### config.mk
export PLATFORM = sky130hd
export DESIGN_NAME = hist_readout_flat
export DESIGN_NICKNAME = d
export VERILOG_FILES = /design/src/rtl/hist_readout_pkg.sv /design/src/rtl/hist_readout_if.sv /design/src/rtl/hist_readout_word_serializer.sv /design/src/rtl/hist_readout.sv /design/src/flat_wrapper.sv
export SDC_FILE = /design/constraint.sdc
export NUM_CORES = 1
export LEC_CHECK = 0
export CAP_MARGIN = 20
export CORE_MARGIN = 2
export CORE_UTILIZATION = 45
export CTS_CLUSTER_DIAMETER = 60
export DETAILED_ROUTE_END_ITERATION = 7
export HOLD_SLACK_MARGIN = 0.05
export PLACE_DENSITY_LB_ADDON = 0.15
export SYNTH_ARGS = -nofsm -noshare
export SYNTH_HDL_FRONTEND = slang
export SYNTH_SLANG_ARGS = --single-unit
### constraint.sdc
create_clock -name clk -period 2 [get_ports clk]
set_input_delay 0.4 -clock clk [delete_from_list [all_inputs] [get_ports clk]]
set_output_delay 0.4 -clock clk [all_outputs]
set_load 0.05 [all_outputs]
### src/rtl/hist_readout_pkg.sv
// hist_pkg: shared types and helpers for the histogram readout block.
//  rd_state_t      readout FSM states
//  BYTES_PER_WORD  bytes per memory word for the default 128/8 configuration
//  cnt_width()     counter width for a count of n items (never below 1 bit)
package hist_pkg;

  typedef enum logic [2:0] {
    IDLE,
    FETCH,
    WAIT,
    SEND,
    FIN
  } rd_state_t;

  localparam int DATA_W_DEFAULT = 128;
  localparam int BYTE_W_DEFAULT = 8;
  localparam int BYTES_PER_WORD = DATA_W_DEFAULT / BYTE_W_DEFAULT;

  // $clog2(1) is 0, which would give a zero-width counter for a
  // one-byte word; clamp to 1 bit.
  function automatic int cnt_width(input int n);
    return (n > 1) ? $clog2(n) : 1;
  endfunction

endpackage

### src/rtl/hist_readout_if.sv
// hist_readout_if: memory read port plus byte stream of the readout block.
//  mem_addr   read address (master -> memory)
//  mem_rd     read strobe, data returns one cycle later (master -> memory)
//  mem_rdata  read data (memory -> master)
//  out_data   stream byte (master -> sink)
//  out_valid  stream byte valid (master -> sink)
//  out_ready  sink accepts byte (sink -> master)
// master modport: the readout block; slave modport: memory + stream sink.
interface hist_readout_if
  import hist_pkg::*;
#(
  parameter int DATA_W = 128,
  parameter int ADDR_W = 8,
  parameter int BYTE_W = 8
);

  logic [ADDR_W-1:0] mem_addr;
  logic              mem_rd;
  logic [DATA_W-1:0] mem_rdata;
  logic [BYTE_W-1:0] out_data;
  logic              out_valid;
  logic              out_ready;

  modport master (
    output mem_addr,
    output mem_rd,
    input  mem_rdata,
    output out_data,
    output out_valid,
    input  out_ready
  );

  modport slave (
    input  mem_addr,
    input  mem_rd,
    output mem_rdata,
    input  out_data,
    input  out_valid,
    output out_ready
  );

endinterface

### src/rtl/hist_readout_word_serializer.sv
// word_serializer: parallel-load shift register that presents one memory
// word as a sequence of bytes, least significant byte first.
//  clk, reset  clock and synchronous active-high reset
//  load        capture load_data (takes priority over shift)
//  load_data   full memory word
//  shift       drop the current byte (stream handshake)
//  byte_idx    index of the byte currently presented (owned by the FSM)
//  data        current byte
//  last_byte   current byte is the final byte of the word
module word_serializer
  import hist_pkg::*;
#(
  parameter int DATA_W = 128,
  parameter int BYTE_W = 8,
  parameter int CNT_W  = 4
) (
  input  logic              clk,
  input  logic              reset,
  input  logic              load,
  input  logic [DATA_W-1:0] load_data,
  input  logic              shift,
  input  logic [CNT_W-1:0]  byte_idx,
  output logic [BYTE_W-1:0] data,
  output logic              last_byte
);

  localparam int BYTES = DATA_W / BYTE_W;

  logic [DATA_W-1:0] shreg_reg;

  always_ff @(posedge clk) begin
    if (reset) begin
      shreg_reg <= '0;
    end else if (load) begin
      shreg_reg <= load_data;
    end else if (shift) begin
      shreg_reg <= shreg_reg >> BYTE_W;
    end
  end

  assign data      = shreg_reg[BYTE_W-1:0];
  assign last_byte = (byte_idx == CNT_W'(BYTES - 1));

endmodule

### src/rtl/hist_readout.sv
// hist_readout: drains NUM_WORDS words of the histogram memory in address
// order and streams them out as bytes (LS byte of each word first).
//  clk     single clock, rising edge
//  reset   synchronous, active-high
//  start   one-cycle pulse that begins a drain run (ignored unless idle)
//  bus     hist_readout_if.master: memory read port + valid/ready byte stream
//  busy    high from the cycle after start until done
//  done    one-cycle pulse after the last byte has been accepted
// All outputs are registered; out_valid never looks at out_ready
// combinationally.
module hist_readout
  import hist_pkg::*;
#(
  parameter int DATA_W    = 128,
  parameter int ADDR_W    = 8,
  parameter int NUM_WORDS = 16,
  parameter int BYTE_W    = 8
) (
  input  logic             clk,
  input  logic             reset,
  input  logic             start,
  hist_readout_if.master   bus,
  output logic             busy,
  output logic             done
);

  localparam int BYTES = DATA_W / BYTE_W;
  localparam int CNT_W = cnt_width(BYTES);

  rd_state_t         state_reg;
  logic [ADDR_W-1:0] word_cnt_reg;
  logic [CNT_W-1:0]  byte_cnt_reg;
  logic [ADDR_W-1:0] mem_addr_reg;
  logic              mem_rd_reg;
  logic              out_valid_reg;
  logic              busy_reg;
  logic              done_reg;

  logic              handshake;
  logic              last_byte;
  logic              last_word;
  logic              load;
  logic [BYTE_W-1:0] ser_data;

  assign handshake = (state_reg == SEND) && out_valid_reg && bus.out_ready;
  assign last_word = (word_cnt_reg == ADDR_W'(NUM_WORDS - 1));
  // Read data arrives during WAIT, one cycle after the FETCH strobe.
  assign load      = (state_reg == WAIT);

  word_serializer #(
    .DATA_W (DATA_W),
    .BYTE_W (BYTE_W),
    .CNT_W  (CNT_W)
  ) u_ser (
    .clk       (clk),
    .reset     (reset),
    .load      (load),
    .load_data (bus.mem_rdata),
    .shift     (handshake),
    .byte_idx  (byte_cnt_reg),
    .data      (ser_data),
    .last_byte (last_byte)
  );

  always_ff @(posedge clk) begin
    if (reset) begin
      state_reg     <= IDLE;
      word_cnt_reg  <= '0;
      byte_cnt_reg  <= '0;
      mem_addr_reg  <= '0;
      mem_rd_reg    <= 1'b0;
      out_valid_reg <= 1'b0;
      busy_reg      <= 1'b0;
      done_reg      <= 1'b0;
    end else begin
      // Strobe-type outputs are one cycle wide unless re-asserted below.
      mem_rd_reg <= 1'b0;
      done_reg   <= 1'b0;
      case (state_reg)
        IDLE: begin
          if (start) begin
            state_reg    <= FETCH;
            word_cnt_reg <= '0;
            busy_reg     <= 1'b1;
            // Strobe is registered so it is high during the FETCH cycle.
            mem_rd_reg   <= 1'b1;
            mem_addr_reg <= '0;
          end
        end
        FETCH: begin
          state_reg <= WAIT;
        end
        WAIT: begin
          byte_cnt_reg  <= '0;
          out_valid_reg <= 1'b1;
          state_reg     <= SEND;
        end
        SEND: begin
          if (handshake) begin
            if (last_byte) begin
              out_valid_reg <= 1'b0;
              if (last_word) begin
                state_reg <= FIN;
                done_reg  <= 1'b1;
                busy_reg  <= 1'b0;
              end else begin
                word_cnt_reg <= word_cnt_reg + ADDR_W'(1);
                mem_addr_reg <= word_cnt_reg + ADDR_W'(1);
                mem_rd_reg   <= 1'b1;
                state_reg    <= FETCH;
              end
            end else begin
              byte_cnt_reg <= byte_cnt_reg + CNT_W'(1);
            end
          end
        end
        FIN: begin
          // A start arriving here is deliberately dropped.
          state_reg <= IDLE;
        end
        default: begin
          state_reg <= IDLE;
        end
      endcase
    end
  end

  assign bus.mem_addr  = mem_addr_reg;
  assign bus.mem_rd    = mem_rd_reg;
  assign bus.out_data  = ser_data;
  assign bus.out_valid = out_valid_reg;
  assign busy          = busy_reg;
  assign done          = done_reg;

endmodule

### src/flat_wrapper.sv
// flat-port wrapper written by rule: the top's interface ports become plain ports
module hist_readout_flat import hist_pkg::*;
#(
  parameter int DATA_W    = 128,
  parameter int ADDR_W    = 8,
  parameter int NUM_WORDS = 16,
  parameter int BYTE_W    = 8
)
  (clk, reset, start, busy, done, bus_mem_addr, bus_mem_rd, bus_mem_rdata, bus_out_data, bus_out_valid, bus_out_ready);
  hist_readout_if #(.DATA_W(DATA_W), .ADDR_W(ADDR_W), .BYTE_W(BYTE_W)) bus_i ();
  input  logic clk;
  input  logic reset;
  input  logic start;
  output logic busy;
  output logic done;
  output wire logic [$bits(bus_i.mem_addr)-1:0] bus_mem_addr;
  output wire logic [$bits(bus_i.mem_rd)-1:0] bus_mem_rd;
  input wire logic [$bits(bus_i.mem_rdata)-1:0] bus_mem_rdata;
  output wire logic [$bits(bus_i.out_data)-1:0] bus_out_data;
  output wire logic [$bits(bus_i.out_valid)-1:0] bus_out_valid;
  input wire logic [$bits(bus_i.out_ready)-1:0] bus_out_ready;
  assign bus_mem_addr = bus_i.mem_addr;
  assign bus_mem_rd = bus_i.mem_rd;
  assign bus_i.mem_rdata = bus_mem_rdata;
  assign bus_out_data = bus_i.out_data;
  assign bus_out_valid = bus_i.out_valid;
  assign bus_i.out_ready = bus_out_ready;
  hist_readout #(.DATA_W(DATA_W), .ADDR_W(ADDR_W), .NUM_WORDS(NUM_WORDS), .BYTE_W(BYTE_W)) u_core (.clk(clk), .reset(reset), .start(start), .bus(bus_i), .busy(busy), .done(done));
endmodule
==> results by group, run 1 <==
STA
  • Final Max Slew Viols: 0
  • Fmax: between 0.5 and 0.6 GHz
  • # setup viols final: 0
  • Worst-margin pin slew: 994 ps
  • Setup_tns: 0 ps
  • Worst Clk Skew: 8.50 ps
  • RSZ-0062 raised after global routing: no
  • Fin crit share: about 97%
  • Max-slew headroom: roughly a third
  • Min Tclk post-route: 1950 ps
  • Final Hold Vio Count: 0

Logic synthesis
  • Mux contribution to synthesized area: between 10% and 20%
  • Mean Syn Cell Area: 9.53 sq um
  • Largest cells by area after synthesis: dfxtp_1 (45%), mux2i_1 (18%), a211oi_1 (14%), nor2_1 (7.7%), buf_2 (1.8%)
  • Xor-xnor portion of the synthesized cell area: 0%
  • Synth warnings: 0
  • Adder and majority gate portion of the synthesized area: 0.383%
  • Synth async-reset ratio: 0%
  • Post-synth cell types: 43
  • Synth Area in Simple Gates: 11.3%
  • Yosys top cell area share: 45.0%
  • Post-Syn Nets: 820
  • Area leader, netlist: dfxtp_1
  • Area of the mapped netlist: 6540 sq um
  • Syn Inst Count: 686
  • Post-synth EDFFs: 0
  • Sequential fraction of the synthesis area: 45.0%
  • Largest family of logic cells by synthesized area: compound AO/OA/AOI/OAI gates
  • Ys flop type: dfxtp_1
  • Compound-cell area share of the yosys netlist: around a fifth
  • #FFs+latches synth: 147

Clocking
  • Clock transition at path regs: roughly 60 ps
  • CTS H-tree depth: 4
  • Clk_lat worst skew: 420 ps
  • TritonCTS clock tree: done
  • Root buffer cell: clkbuf_16
  • Max clock buf depth: 2
  • Post-CTS Setup Inserts: 0
  • TritonCTS Buffers: 17
  • # clock sinks: about 150

Pwr
  • P_leak: 0.00302 uW
  • Maximum VDD drop: 0.783 mV
  • Pwr Density: about 930 nW/um^2

Drt
  • Drt first pass iters: 5
  • Vias per Instance: 5.28
  • Number of remaining DRC errors: 0
  • Via Count: 5334
  • Antenna viol nets, final: 0
  • Final wirelength: 15.6 mm
  • Starting DRC count in detailed routing: approximately 290
  • Drt wl/cell: 15.4 microns

Critical path
  • CP startpoint kind: flip-flop
  • CP Capture Type: primary output
  • Cell breakdown of the critical path: clkdlybuf4s50_1
  • CP arrival: 1550 ps
  • Top delay family on crit path: buffers and inverters
  • Kind of critical path: reg -> out
  • Buffers plus inverters on the worst setup path: 1
  • Largest stage delay, worst path: approximately 800 ps
  • Slowest stage cell on the critical path: clkdlybuf4s50_1
  • Req. time, crit path: ~1600 ps
  • Max FO, Critical Path: 2

Floorplan
  • Die width: 125 microns
  • IO Count: 152
  • Core Region: 14400 sq um
  • Die height: 125 microns
  • Cell Rows: 44
  • Initial core utilization: 45.5%
  • Die area: 15500 sq um

Hold path
  • HP Class: in -> reg

GRT
  • First-pass GRT wire length: 25.9 mm
  • Vias in the first global route: roughly 5300
  • Largest net degree at the start of global routing: between 90 and 100
  • Antenna violations before repair: 0
  • Total track usage: 20.4%
  • GRT overflow: 0

Final layout
  • Fin nets: around 950
  • Layout cells sized above 1: under 10%
  • Largest register FFs: around 130
  • Final Util: 61.8%
  • Commonest non-fill, non-tap cell in the layout: dfxtp_1
  • Antenna fix cells: 0
  • Fillers: 1174
  • Commonest non-fill, non-tap cells in the layout: dfxtp_1 (147), clkdlybuf4s50_1 (138), nor2_1 (134)
  • Area grow syn2layout: 35.7%

Placed design
  • Buffers on Ports: 151
  • GP Congestion: 0.844
  • Hpwl dp: 10.9 mm

Run status
  • Status: finished clean

Run
  • MaxCap Viol Count: 0
==> synth_stat cells (2+ instances only) <==
cell type	count
clkbuf_1	24
a21o_1	3
o31ai_1	2
ha_1	2
nand2_1	8
inv_1	6
buf_6	3
a31oi_1	3
mux2i_1	120
nand3b_1	2
buf_2	24
a2111oi_0	2
a21oi_1	5
dfxtp_1	147
nand4_1	3
a22oi_1	8
buf_4	16
nor2_1	134
nor2b_1	2
a211oi_1	122
nor3_1	8
o21a_1	4
o21ai_1	9
o21ai_0	4
nor4_1	2
nand3_1	6
==> timing repair <==
| action | CTS | global route |
|---|---|---|
| hold buffers | 0 | 0 |
| gates resized for setup | 7 | 2 |
| gates cloned | 0 | 0 |
| endpoints found under the setup margin | 7 | 2 |
==> per-layer routing <==
layer	global-route usage, %	share of wire, %	wire length (microns)
met4	6.35	1.1	174
met5	0	0	0
met2	34.5	49	7640
met3	5.67	4.9	767
met1	25.4	45	6970
==> cell type report <==
cell class / instances / area (sq um) / area share, %
Clock buffer: 25 / 515 / 5.81
Clock inverter: 7 / 119 / 1.34
Inverter: 6 / 22.5 / 0.254
Multi-Input combinational cell: 465 / 3220 / 36.3
Sequential cell: 147 / 2940 / 33.2
Tap cell: 184 / 230 / 2.59
Timing Repair Buffer: 176 / 1820 / 20.5
==> worst reg2reg max path, cell delays in order, from the launching register on <==
cell and delay, ps:
dfxtp_1 520, nand2b_4 120, nor2_4 200, buf_12 330
mux2i_1 390, a211oi_1 120
==> through the flow <==
stage	total power, uW	hold slack [ps]	std cells	instance area (sq um)	setup WS (ps)
final	8270	413	1010	8870	52.2
after global placement	4960	479	978	8240	-28.6
after detailed placement	5000	490	978	8240	-62.1
after global routing	8650	419	1010	8870	1.17
after CTS	8360	391	1010	8870	12.2
after floorplan	4430	467	686	6540	117
==> worst paths after layout <==
check,startpoint,slack (ps),depth (start not counted),endpoint
max reg2reg,u_core.state_reg[1]$_SDFFE_PP0P_,160,5,u_core.u_ser.shreg_reg[18]$_SDFFE_PP0P_
min,reset,410,3,u_core.state_reg[2]$_SDFFE_PP0P_
max,u_core.u_ser.shreg_reg[5]$_SDFFE_PP0P_,50,1,bus_out_data[5]
min reg2reg,u_core.word_cnt_reg[1]$_SDFFE_PP0P_,490,2,u_core.word_cnt_reg[1]$_SDFFE_PP0P_
==> logic make-up after synthesis <==
| family | after synthesis |
|---|---|
| flip-flops | 147 |
| AND/OR/NAND/NOR | 174 |
| buffers and inverters | 74 |
| AO/OA/AOI/OAI | 169 |
| multiplexers | 120 |
| adder cells (fa/ha/maj) | 2 |
==> where the power goes <==
group          switching (uW)  internal [uW]  leakage (uW)
sequential                158           3210       0.00120
clock                    1180           2160      0.000306
combinational             768            792       0.00151
total                    2110           6160       0.00302
(Power assumes the default switching activity.)
==> run 2, diff against run 1 <==
--- a/config.mk
+++ b/config.mk
@@ -12,6 +12,8 @@
 export DETAILED_ROUTE_END_ITERATION = 7
 export HOLD_SLACK_MARGIN = 0.05
 export PLACE_DENSITY_LB_ADDON = 0.15
+export SETUP_SLACK_MARGIN = 0.05
+export SLEW_MARGIN = 20
 export SYNTH_ARGS = -nofsm -noshare
 export SYNTH_HDL_FRONTEND = slang
 export SYNTH_SLANG_ARGS = --single-unit
==> run 2 against run 1 <==
Net effect: global-route usage about the same; sequential power is essentially flat; worst hold slack barely moved; clock power about the same; routed wire length fell by 0.29%; combinational power about the same; register-to-register slack barely moved; utilization is 0.10 points lower; largest cell class unchanged.
==> results by group, run 2 (synthesis results as in run 1) <==
Floorplan
  • Die width: 125 microns (unchanged)
  • Initial core utilization: 45.5% (unchanged)
  • Die area: 15500 sq um (unchanged)
  • Core Region: 14400 sq um (unchanged)
  • Die height: 125 microns (unchanged)
  • IO Count: 152 (unchanged)
  • Cell Rows: 44 (unchanged)

Critical path
  • CP startpoint kind: flip-flop
  • Kind of critical path: reg -> out
  • Cell breakdown of the critical path: clkdlybuf4s50_1
  • RR Startpoint: u_core.state_reg[1]$_SDFFE_PP0P_
  • Slowest stage cell on the critical path: clkdlybuf4s50_1
  • Buffers plus inverters on the worst setup path: 1 (unchanged)
  • Worst R2R End: u_core.u_ser.shreg_reg[18]$_SDFFE_PP0P_
  • Top delay family on crit path: buffers and inverters
  • R2r setup slk: 160 ps (about the same)
  • CP Capture Type: primary output
  • CP arrival: 1510 ps (-40 ps)
  • Largest stage delay, worst path: 790 ps (about the same)
  • Reg2Reg Depth: 5 (unchanged)
  • Req. time, crit path: 1600 ps (about the same)
  • Max FO, Critical Path: 1 (-1)

Pwr
  • Cell Int Power: 6150 uW (-0.18%)
  • Maximum VDD drop: 0.782 mV (about the same)
  • P_leak: 0.00302 uW (about the same)
  • Comb pwr share: 18.7% (-0.2 points)
  • Clock power frac: 40.5% (about the same)
  • Pwr Density: 932 nW/um^2 (about the same)
  • Sequential share of power: 40.8% (about the same)
  • Sw Ratio: 25.5% (about the same)
  • Net Sw Power: 2110 uW (-0.17%)

Final layout
  • Largest register FFs: 128 (unchanged)
  • Commonest non-fill, non-tap cell in the layout: dfxtp_1
  • Commonest non-fill, non-tap cells in the layout: dfxtp_1 (147), nor2_1 (134), clkdlybuf4s50_1 (132)
  • Final Util: 61.7% (-0.10 points)
  • Antenna fix cells: 0 (unchanged)
  • Fin nets: 947 (unchanged)
  • Layout cells sized above 1: 7.75% (unchanged)
  • Area grow syn2layout: 35.5%

STA
  • Fmax: 0.523 GHz (+1.9%)
  • Final Hold Vio Count: 0 (unchanged)
  • RSZ-0062 raised after global routing: yes
  • Fin crit share: 95.6% (-1.8 points)
  • Min Tclk post-route: 1910 ps (-35.9 ps)
  • WHS: 413 ps (+0.198 ps)
  • # setup viols final: 0 (unchanged)
  • Worst Clk Skew: 8.30 ps (-0.197 ps)
  • Final Max Slew Viols: 0 (unchanged)
  • Worst-margin pin slew: 1000 ps (+7.49 ps)
  • Max-slew headroom: 33.2% (-0.50 points)

Placed design
  • Buffers on Ports: 151 (unchanged)
  • GP Congestion: 0.844 (unchanged)
  • Hpwl dp: 10.9 mm (unchanged)

Clocking
  • # clock sinks: 147 (unchanged)
  • TritonCTS Buffers: 17 (unchanged)
  • Clk_lat worst skew: 420 ps (about the same)
  • CTS H-tree depth: 4 (unchanged)
  • Root buffer cell: clkbuf_16
  • Post-CTS Setup Inserts: 0 (unchanged)
  • Clock transition at path regs: 60 ps (about the same)
  • Max clock buf depth: 2 (unchanged)
  • TritonCTS clock tree: done

Hold path
  • Hold Path Depth: 3 (unchanged)
  • HP Class: in -> reg
  • Hold_sp: reset
  • Hold EP: u_core.state_reg[2]$_SDFFE_PP0P_

Drt
  • Via Count: 5338 (+0.075%)
  • Antenna viol nets, final: 0 (unchanged)
  • Final wirelength: 15.5 mm (-0.29%)
  • Drt first pass iters: 6 (+1)
  • Drt wl/cell: 15.4 microns (-0.29%)
  • Number of remaining DRC errors: 0 (unchanged)
  • Starting DRC count in detailed routing: 284 (-1.0%)
  • Vias per Instance: 5.29 (about the same)

GRT
  • Largest net degree at the start of global routing: 95 (unchanged)
  • First-pass GRT wire length: 25.9 mm (about the same)
  • Vias in the first global route: 5300 (-0.019%)
  • Antenna violations before repair: 0 (unchanged)
  • Total track usage: 20.4% (about the same)
  • GRT overflow: 0 (unchanged)

Run
  • MaxCap Viol Count: 0 (unchanged)

Run status
  • Status: finished clean
==> run 2: cell types whose count changed in the layout (fill, tap and decap cells not counted), sizes merged <==
| cell | delta |
|---|---|
| dlymetal6s2s | -2 |
| clkdlybuf4s50 | -6 |
| dlygate4sd2 | +8 |
==> run 2: per-stage QoR <==
stage | std cells | power [uW] | setup TNS, ps | worst slack (ps) | cell area (sq um)
detailed placement | 978 | 5000 | -485 | -62.1 | 8240
floorplan | 686 | 4430 | 0 | 117 | 6540
global placement | 978 | 4960 | -48.8 | -28.6 | 8240
global route | 1010 | 8640 | 0 | 38.3 | 8860
CTS | 1010 | 8350 | 0 | 61.3 | 8860
finish | 1010 | 8260 | 0 | 88.1 | 8860
==> run 2: area by class of cell <==
class | count | area, sq um
Fill cell | 1180 | 5510
Multi-Input combinational cell | 465 | 3220
Sequential cell | 147 | 2940
Timing Repair Buffer | 176 | 1810
Clock buffer | 25 | 515
Tap cell | 184 | 230
Clock inverter | 7 | 119
Inverter | 6 | 22.5
==> run 2: worst max path at each step <==
stage                                              from  slack, ps  cells past startpoint                                 endpoint
floorplan           u_core.word_cnt_reg[1]$_SDFFE_PP0P_        120                      5      u_core.word_cnt_reg[4]$_SDFFE_PP0P_
detailed placement                                start        -60                      6      u_core.word_cnt_reg[3]$_SDFFE_PP0P_
global placement                                  start        -30                      6      u_core.word_cnt_reg[3]$_SDFFE_PP0P_
global route           u_core.state_reg[1]$_SDFFE_PP0P_         40                      5  u_core.u_ser.shreg_reg[66]$_SDFFE_PP0P_
finish                     u_core.bus.mem_rd$_SDFF_PP0_         90                      1                               bus_mem_rd
CTS                        u_core.bus.mem_rd$_SDFF_PP0_         60                      1                               bus_mem_rd
==> run 2: power groups by stage <==
stage | Combinational [uW] | Sequential (uW) | Clock, uW
finish | 1550 | 3370 | 3340
global route | 1710 | 3400 | 3530
CTS | 1570 | 3370 | 3410
detailed placement | 1570 | 3430 | 0
global placement | 1540 | 3420 | 0
floorplan | 1030 | 3390 | 0
==> run 2: timing repair <==
action                                  4_1_cts  5_1_grt
endpoints found under the setup margin       15        2
hold buffers                                  0        0
gates resized for setup                      15        0
pin swaps                                     0        0
==> run 2: layer usage <==
metal	GRT usage, %	routed length, microns	up-vias
met5	0	0	-
met4	6.35	174	0
met3	5.67	776	12
met2	34.5	7600	116
met1	25.3	6960	2444
li1	-	-	2766
